### src/rtl/fifo_wr_arbiter.sv
// Round-robin arbiter sharing one async-FIFO write port among NUM_REQ producers.
// One requester holds the port for a burst of at most MAX_BURST accepted beats.
module fifo_wr_arbiter #(
  parameter int unsigned NUM_REQ    = 4,
  parameter int unsigned DATA_WIDTH = 8,
  parameter int unsigned MAX_BURST  = 4
) (
  input  logic                            wr_clk,
  input  logic                            rst,
  input  logic [NUM_REQ-1:0]              req,
  input  logic [NUM_REQ*DATA_WIDTH-1:0]   req_data,
  input  logic [NUM_REQ-1:0]              req_last,
  input  logic                            fifo_full,
  output logic [NUM_REQ-1:0]              grant,
  output logic [NUM_REQ-1:0]              ack,
  output logic                            wr_en,
  output logic [DATA_WIDTH-1:0]           wr_data,
  output logic [$clog2(NUM_REQ)-1:0]      active_id,
  output logic                            busy
);

  localparam int unsigned ID_W  = $clog2(NUM_REQ);
  localparam int unsigned CNT_W = $clog2(MAX_BURST + 1);

  typedef enum logic {IDLE, BURST} state_t;

  state_t                state;
  state_t                next_state;
  logic [NUM_REQ-1:0]    next_grant;
  logic [ID_W-1:0]       next_id;
  logic [ID_W-1:0]       rr_last;
  logic [ID_W-1:0]       next_rr_last;
  logic [ID_W-1:0]       sel;
  logic [CNT_W-1:0]      count;
  logic [CNT_W-1:0]      next_count;
  logic                  found;
  logic                  act_req;
  logic                  act_last;
  logic [DATA_WIDTH-1:0] act_data;
  logic                  beat;
  logic                  done;

  // Signals of the currently granted requester
  always_comb begin
    act_req  = 1'b0;
    act_last = 1'b0;
    act_data = '0;
    for (int i = 0; i < NUM_REQ; i++) begin
      if (ID_W'(i) == active_id) begin
        act_req  = req[i];
        act_last = req_last[i];
        act_data = req_data[i*DATA_WIDTH +: DATA_WIDTH];
      end
    end
  end

  // Circular scan: indices above rr_last first, then wrap to 0..rr_last
  always_comb begin
    sel   = rr_last;
    found = 1'b0;
    for (int i = 0; i < NUM_REQ; i++) begin
      if (!found && req[i] && (ID_W'(i) > rr_last)) begin
        found = 1'b1;
        sel   = ID_W'(i);
      end
    end
    for (int i = 0; i < NUM_REQ; i++) begin
      if (!found && req[i] && (ID_W'(i) <= rr_last)) begin
        found = 1'b1;
        sel   = ID_W'(i);
      end
    end
  end

  // Next-state and beat logic
  always_comb begin
    next_state   = state;
    next_grant   = grant;
    next_id      = active_id;
    next_count   = count;
    next_rr_last = rr_last;
    beat         = 1'b0;
    done         = 1'b0;
    case (state)
      IDLE: begin
        if (found) begin
          next_state = BURST;
          next_grant = NUM_REQ'(1) << sel;
          next_id    = sel;
          next_count = '0;
        end
      end
      BURST: begin
        beat = act_req & ~fifo_full;
        done = (beat & (act_last | (count == CNT_W'(MAX_BURST - 1)))) | ~act_req;
        if (beat) begin
          next_count = count + CNT_W'(1);
        end
        if (done) begin
          next_state   = IDLE;
          next_grant   = '0;
          next_rr_last = active_id;
        end
      end
      default: next_state = IDLE;
    endcase
  end

  always_ff @(posedge wr_clk or posedge rst) begin
    if (rst) begin
      state     <= IDLE;
      grant     <= '0;
      active_id <= '0;
      count     <= '0;
      rr_last   <= ID_W'(NUM_REQ - 1);
    end else begin
      state     <= next_state;
      grant     <= next_grant;
      active_id <= next_id;
      count     <= next_count;
      rr_last   <= next_rr_last;
    end
  end

  // Write port follows the current full flag only; data is zero outside a burst
  assign busy    = (state == BURST);
  assign wr_en   = beat;
  assign ack     = grant & {NUM_REQ{beat}};
  assign wr_data = busy ? act_data : '0;

endmodule

### config.mk
export PLATFORM = sky130hd
export DESIGN_NAME = fifo_wr_arbiter
export DESIGN_NICKNAME = d
export VERILOG_FILES = /design/src/rtl/fifo_wr_arbiter.sv
export SDC_FILE = /design/constraint.sdc
export NUM_CORES = 1
export LEC_CHECK = 0
export ABC_AREA = 1
export CORE_UTILIZATION = 35
export DETAILED_ROUTE_END_ITERATION = 7
export GPL_TIMING_DRIVEN = 0
export PLACE_DENSITY = 0.86
export SYNTH_ARGS = -nofsm -noshare
export SYNTH_HDL_FRONTEND = slang
export SYNTH_SLANG_ARGS = --single-unit
### constraint.sdc
create_clock -name wr_clk -period 1.41 [get_ports wr_clk]
set_input_delay 0.282 -clock wr_clk [delete_from_list [all_inputs] [get_ports wr_clk]]
set_output_delay 0.282 -clock wr_clk [all_outputs]
set_load 0.02 [all_outputs]
==> results <==
- The flow ran to the end, but the final reports show violations.
- The checks that failed: setup timing.
- The power spent charging and discharging nets is around 2.5 mW.
- The kind of start point of the critical path is a register.
- Port buffering added 62 buffers.
- The number of max-cap violations is 0.
- The final hold violation count is 0.
- Setup violations remaining at the end of the flow were counted as 25.
- The remaining global-route overflow is 0.
- CTS saw 12 sinks.
- Cells with a size suffix above 1 make up 44.3% of the layout.
- The slew at the pin with the worst max-slew slack is just under 0.5 ns.
- For this design the ratio of total power to cell area is 2190 mW/mm².
- The critical path is of the reg2out type.
- Using the TritonRoute via totals, the vias-per-cell ratio works out to 5.04.
- Across the VDD grid, the largest voltage drop is 1.06 mV.
- The number of instances in the synthesized netlist is 161.
- The count of unresolved DRC violations after routing is 0.
- The routability congestion estimate is 0.801.
- The distinct cell type count of the synthesized netlist is 26.
- The die outline area is 0.00348 mm².
- The first-pass GRT wire length is a little over 6000 µm.
- The post-placement setup slack is -1.11 ns.
- The internal power component is 2.50 mW.
- The cell at the root of the clock tree is clkbuf_4.
- The tightest min-delay check is of the in2async type.
- The post-synthesis cell type with the largest combined area is dfrtp_1.
- The via count of the first global-routing pass is 1414.
- Setup slack on the critical path of the routed design comes to -0.574 ns.
- For this run, the top clock speed supported by timing is slightly above 500 MHz.
- The vertical extent of the die is 59.0 µm.
- Of the total power, the share spent switching nets is 50.3%.
- The mapped netlist covers 0.00114 mm².
- The floorplan row count is 20.
- STA classifies the critical path endpoint as an output pin.
- The leakage power is 1.08 nW.
- CTS built an H-tree with a depth of 1.
- The final antenna-violating net count is 0.
- Setup repair after global routing could not meet its margin everywhere.
- The detailed placer's ending HPWL is around 2500 µm.
- Clock skew on the completed layout was measured at 0.0103 ns.
- The number of warnings printed during yosys synthesis is 0.
- The violation count after the first detailed-routing iteration is 47.
- 63 I/O pins were placed.
- Once the floorplan was initialized, standard cells occupied 36.9% of the core.
- The number of buffers added to fix hold violations after cts is 0.
- The clock-pin slew on the worst setup and hold paths is 0.09 ns.
- TritonCTS built the clock tree.
- The combinational power share is 81.6%.
- At the later pin of the worst-skew pair, clock insertion delay measures ~0.29 ns.
- The final critical-path required period is 1.98 ns.
- The area growth from synthesis to layout is 103%.
- In this run, CTS created clock tree buffers numbering 3.
- Entering global routing, the biggest net connects 13 pins.
- The first TritonRoute pass finished after 4 iterations.
- The clock network fraction of total power is 4.9%.
- The initial antenna violation count is 0.
- The vias after detailed routing is 1507.
- The synthesized area per cell is 7.06 µm².
- Hold timing on the final database bottoms out at a slack of 0.315 ns.
- The final antenna diode count is 0.
- By area the synthesized netlist is led by dfrtp_1 22%, nand2_1 12%, inv_1 8.3%.
- The routed design has 4440 µm of wire.
- The synthesized design contains 12 register bits.
- The maximum count of clock buffers along a single path is 2.
- Of all nets on the critical path, the largest fanout is 6.
- The die is 59.0 µm wide.
- For the worst setup path, the data arrival time is 1.70 ns.
- The part of the cycle the worst path needs is 141%.
- The final-report max-slew violation count was 0.
- The net count of the finished layout is 301.
- Once placement finished, the instance area stood at between 0.0015 and 0.002 mm².
- The placeable core region is 0.00308 mm².
- Registers are responsible for 13.5% of the overall power.
- The area share of the leading cell type in the synthesized netlist is 22.0%.
- Summing the sequential cell areas from Yosys gives 26.7% of the chip area.
- The number of nets handed over by synthesis was about 200.
- The post-route cell area is 0.00230 mm².
- The relative max-transition margin is about two thirds.
- The average wire per standard cell is 14.9 µm.
- The required time of the critical path is 1.13 ns.
- Across every metal layer, demand over resource in global routing totals 23.6%.
## placed cells by master, fill, tap and decap left out, types with 6 or more instances in the layout
cell type and instances:
clkdlybuf4s50_1 40, buf_6 16, nor2_1 7, o21ai_2 11
inv_1 17, dfrtp_1 8, nand2_1 35, dlygate4sd2_1 8
inv_2 7, nand3_2 8, a21oi_2 6, buf_4 20
nand3_1 7
## path summary, 6_finish.rpt
path | endpoint | cells after the start | slack, ns | startpoint
worst max-delay path | ack[3] | 8 | -0.57 | active_id[0]
worst min-delay path | count[2] | 2 | 0.32 | rst
worst max register to register | grant[2] | 14 | -0.44 | active_id[0]
worst min register to register | count[1] | 2 | 0.52 | count[1]
max in group asynchronous | rr_last[1] | 2 | 0.73 | rst
min in group wr_clk | active_id[0] | 4 | 0.51 | req[2]
## power by group through the flow
stage          Clock, mW  Sequential (mW)  Combinational (mW)
2_1_floorplan          0            0.765                1.88
4_1_cts            0.230            0.669                3.59
5_1_grt            0.262            0.696                4.37
3_3_place_gp           0            0.682                2.85
3_5_place_dp           0            0.686                2.89
6_report           0.246            0.682                4.11
## logic make-up (layout without fill, tap and decap cells)
group / count (synthesis) / after routing / share of synthesized area [%]
adder cells (fa/ha/maj): 2 / 2 / 2.20
AO/OA/AOI/OAI: 37 / 37 / 22.8
buffers and inverters: 30 / 123 / 12.3
AND/OR/NAND/NOR: 80 / 81 / 36.0
flip-flops: 12 / 12 / 26.7
## stage by stage
| step | util, % | std cells | total power, mW | setup TNS, ns |
|---|---|---|---|---|
| after floorplan | - | 161 | 2.65 | -2.52 |
| after global placement | 61.3 | 267 | 3.53 | -15.23 |
| after detailed placement | 61.3 | 267 | 3.58 | -15.72 |
| after CTS | 70.2 | 289 | 4.48 | -8.77 |
| after global routing | 74.8 | 299 | 5.32 | -12.78 |
| final | 74.8 | 299 | 5.03 | -11.00 |
## registers in the layout (all words and copies together) (netlist names)
name       count
busy           1
grant          4
rr_last        2
count          3
active_id      2
## critical path: stages (launching register included)
cell,delay [ns]
dfrtp_2,0.40
buf_12,0.15
buf_12,0.12
nand2_8,0.06
o21ai_4,0.18
nand3_4,0.13
buf_8,0.16
nor2_4,0.08
buf_6,0.12
## area by class of cell
cell class | count | area, µm²
Timing Repair Buffer | 89 | 867
Inverter | 27 | 121
Multi-Input combinational cell | 120 | 882
Clock buffer | 4 | 26.3
Sequential cell | 12 | 305
Tap cell | 44 | 55.1
Fill cell | 225 | 776
Buffer | 3 | 45.0
## synthesized netlist by cell type, drive strengths merged
master,n
o211ai,7
or2,2
buf,2
nand2,46
dfrtp,10
nand3,16
nand4,2
inv,27
o21ai,17
a21oi,8
clkbuf,1
a221o,5
dfstp,2
ha,2
nor2,14
## timing repair
action,in CTS,in global routing
pin swaps,6,13
endpoints found under the setup margin,32,25
resized for setup,106,23
buffers inserted,16,10
cloned,2,0
## per-layer routing
metal / GRT usage (%) / share of wire, %
met3: 1.97 / 3.0
met4: 6.12 / 0.99
met5: 0 / 0
met2: 44.2 / 54
met1: 28.8 / 41
Note: power is estimated with default switching activity, not from simulation.
==> edit 1, RTL diff (same settings) <==
Set the parameter `DATA_WIDTH` to 12 (it was 8).
--- a/src/rtl/fifo_wr_arbiter.sv
+++ b/src/rtl/fifo_wr_arbiter.sv
@@ -2,7 +2,7 @@
 // One requester holds the port for a burst of at most MAX_BURST accepted beats.
 module fifo_wr_arbiter #(
   parameter int unsigned NUM_REQ    = 4,
-  parameter int unsigned DATA_WIDTH = 8,
+  parameter int unsigned DATA_WIDTH = 12,
   parameter int unsigned MAX_BURST  = 4
 ) (
   input  logic                            wr_clk,
Ports: changed (resized req_data and wr_data); port bits go from 63 to 83. No check against the original RTL was run, so the function may have changed too.
==> edit 1 against the original RTL <==
The flow still finishes with violations (negative setup slack); clock skew down 0.0092 ns; hold slack worse by 0.0038 ns; routed wire length grew 27%; critical path depth is 1 lower; final area grew 10%; sequential cell count unchanged; setup slack gained 0.021 ns; synthesized area rose by 3.2%; power up 6.6%; fmax is 1.1% higher; largest power group unchanged.
==> edit 1: results (changes against the original RTL) <==
DP Wirelength: 3.31 mm (+34%)
Global-route wire length before repair: 7.85 mm (+26%)
Leak pwr: 1.17 nW (+8.9%)
M1 WL: 2.12 mm (+15%)
Metal3 WL: 499 µm (+270%)
DR WL/cell: 16.7 µm (+12%)
TNS Setup: -12.25 ns (-1.25 ns)
Post-CTS Setup Bufs: 12 (-4)
Final Wtd Congestion: 0.785 (-2.1%)
Final cell count without fillers: 338 (+13%)
Met2 WL: 2.89 mm (+19%)
Hold/Removal Path Class: in2async
Met1 Track Usage GR: 32.8% (+4.0 points)
Peak supply drop: 0.00122 V (+15%)
Top cells by count, synth: nand2_1, inv_1, nand3_1
Outcome: finished, violations left
Setup Slack @ Placement: -1.11 ns (+0.00193 ns)
Worst Path Arrival: 1.68 ns (-0.02 ns)
Clock skew: 0.00111 ns (-0.00922 ns)
Number of placed instances, taps included: 315 (+18%)
Ratio of cells with drive above 1 in the final layout: 38.1% (-6.2 points)
# fillers: 191 (-15%)
Vias in the first global route: 1,700 (+20%)
Dominant synthesized flop cell: dfrtp_1
Synth unique cells: 27 (+3.8%)
Number of port buffers: 82 (+32%)
Post-synthesis sequential area ratio: 25.8% (-0.82 points)
DR vias/cell: 5.18 (+2.7%)
Area post-placement: 2150 µm² (+14%)
Violated checks: negative setup slack
Met3 usage in global routing: 7.79% (+5.8 points)
Cells after Synth: 189 (+17%)
Layout Nets: 356 (+18%)
Drt first-iter violations: 54 (+15%)
DRT Pass-1 Iters: 4 (unchanged)
Crit path max fanout: 5 (-1)
Global Route Usage Sum: 29.4% (+5.8 points)
Slew margin rel.: 69.8% (+1.9 points)
Crit-path max cell delay: 0.42 ns (+0.02 ns)
Mapped Nets: 250 (+21%)
Met2 usage: 52.7% (+8.5 points)
Slowest cell on crit path: dfrtp_2
Synth top area cells: dfrtp_1, nand2_1, inv_1
Post-CTS sizing: 149 (+41%)
Setup ws final: -0.554 ns (+0.0209 ns)
Final setup fails: 29 (+16%)
Worst-Skew Late Latency: 0.27 ns (-0.02 ns)
-- edit 1: cells by family after synthesis --
kind of cell	share of synthesized area (%)
simple gates	36.1
fa+ha+maj	2.13
buf+inv	13.0
flops	25.8
compound gates	22.9
-- edit 1: final timing paths --
path | startpoint | to | slack [ns] | cells after the start
hold / removal | rst | busy$_DFF_PP0_ | 0.31 | 2
min in group wr_clk | rr_last[0]$_DFFE_PP1P_ | rr_last[0]$_DFFE_PP1P_ | 0.52 | 2
setup reg to reg | active_id[0]$_DFFE_PP0P_ | grant[2]$_DFFE_PP0P_ | -0.48 | 11
hold reg to reg | rr_last[0]$_DFFE_PP1P_ | rr_last[0]$_DFFE_PP1P_ | 0.52 | 2
max in group asynchronous | rst | rr_last[0]$_DFFE_PP1P_ | 0.76 | 2
setup / recovery | active_id[0]$_DFFE_PP0P_ | ack[0] | -0.55 | 7
-- edit 1: where the power goes --
part / internal, mW / leakage, nW / switching, mW
Sequential: 0.514 / 0.149 / 0.157
Combinational: 1.92 / 1.00 / 2.50
Clock: 0.157 / 0.0210 / 0.116
Total: 2.59 / 1.17 / 2.77
-- edit 1: worst max-delay path: cells and delay by family, from the launching register on --
| kind | cells | cell delay (ns) |
|---|---|---|
| DFF | 1 | 0.42 |
| buffers and inverters | 3 | 0.40 |
| AOI/OAI and AO/OA | 1 | 0.21 |
| and+or+nand+nor | 3 | 0.37 |
-- edit 1: layout make-up --
class,count,area [µm²],area share (%)
clock buffers,4,36.3,1.43
repair inverters,1,11.3,0.444
flip-flops and latches,12,305,12.0
plain buffers,5,53.8,2.12
multi-input cells,141,928,36.6
inverters,32,140,5.52
repair buffers,99,1010,39.7
well taps,44,55.1,2.17
==> edit 2, RTL diff (config.mk and constraints unchanged) <==
Without the edit above. Reset style: synchronous (`rst`), changed in one clocked block. Comments in the files are not updated.
--- a/src/rtl/fifo_wr_arbiter.sv
+++ b/src/rtl/fifo_wr_arbiter.sv
@@ -106,7 +106,7 @@
     endcase
   end
 
-  always_ff @(posedge wr_clk or posedge rst) begin
+  always_ff @(posedge wr_clk) begin
     if (rst) begin
       state     <= IDLE;
       grant     <= '0;
Formal check against the unedited RTL: differs if rst is asserted again (counterexample within 4 cycles, from zero or initial values and one cycle with rst high); with rst held inactive, the same outputs for 10 cycles.
==> edit 2 against the original RTL <==
The run still ends with negative setup slack left; non-clock buffer count shrank 9; sequential cell count is the same; register-to-register slack gained 0.11 ns; largest cell class is now multi-input combinational cells; first-iteration DRC count grew 40%; synthesized area shrank 2.9%; setup slack gained 0.22 ns; routed wire length grew 3.6%; final area shrank 1.2%; synthesized cell count grew 13%.
Power is not compared: it rests on default switching activity, and its combinational part moved more than twofold at a synthesized area within 25%.
==> edit 2: results (changes against the original RTL) <==
Mapped Nets: 227 (+10%)
Outcome: finished, violations left
Met3 usage in global routing: 5.36% (+3.4 points)
Violated checks: negative setup slack
DR vias/cell: 5.14 (+2.1%)
Layout Nets: 315 (+4.7%)
Top cells by count, synth: nand2_1, nor2_1, inv_1
Worst setup path start: active_id[1]$_SDFFE_PP0P_
Drt total wl: 4.60 mm (+3.6%)
Ratio of cells with drive above 1 in the final layout: 46.5% (+2.2 points)
Adder-cell share of the synthesized area: 2.27% (+0.065 points)
Met2 usage: 48.6% (+4.4 points)
Global Route Usage Sum: 25.4% (+1.8 points)
Setup ws final: -0.352 ns (+0.222 ns)
Final setup fails: 25 (unchanged)
Met2 WL: 2.42 mm (-0.12%)
DP Wirelength: 2.64 mm (+7.1%)
Final cell count without fillers: 313 (+4.7%)
Metal3 WL: 233 µm (+73%)
Dominant synthesized flop cell: dfxtp_1
M1 WL: 1.81 mm (-1.6%)
Clock skew: 0.00518 ns (-0.00514 ns)
Worst-Skew Late Latency: 0.27 ns (-0.02 ns)
Slowest cell on crit path: dfxtp_4
Fraction of registers with async set/reset: 0% (-100 points)
Slew margin rel.: 79.3% (+11 points)
Final Wtd Congestion: 0.878 (+9.6%)
Vias in the first global route: 1,462 (+3.4%)
Post-CTS sizing: 131 (+24%)
Largest net degree at the start of global routing: 11 (-2)
R2R Setup Slk: -0.33 ns (+0.11 ns)
Number of placed instances, taps included: 288 (+7.9%)
==> edit 2: worst min-delay path, stage by stage, from the launching register on <==
cell and delay, ns:
dfxtp_1 0.32, nand3_1 0.07, a21oi_1 0.06
==> edit 2: where the power goes <==
group / internal (mW) / switching (mW)
combinational: 0.799 / 1.01
clock: 0.157 / 0.115
sequential: 0.415 / 0.0978
total: 1.37 / 1.22
==> edit 2: metrics by stage <==
stage	instance area (µm²)	setup TNS (ns)	setup WS [ns]	util (%)	hold WS (ns)
floorplan	1170	0	0.00117	-	0.344
detailed placement	1840	-14.82	-0.999	60.8	0.484
global route	2270	-8.53	-0.411	75.1	0.528
global placement	1840	-14.16	-0.969	60.8	0.461
CTS	2160	-5.38	-0.336	71.5	0.494
finish	2270	-6.90	-0.352	75.1	0.500
==> edit 2: final cells by class <==
cell class	instances	area, µm²
Tap cell	44	55.1
Clock buffer	4	36.3
Timing Repair Buffer	81	768
Fill cell	207	753
Multi-Input combinational cell	141	1000
Inverter	29	134
Buffer	2	22.5
Sequential cell	12	254
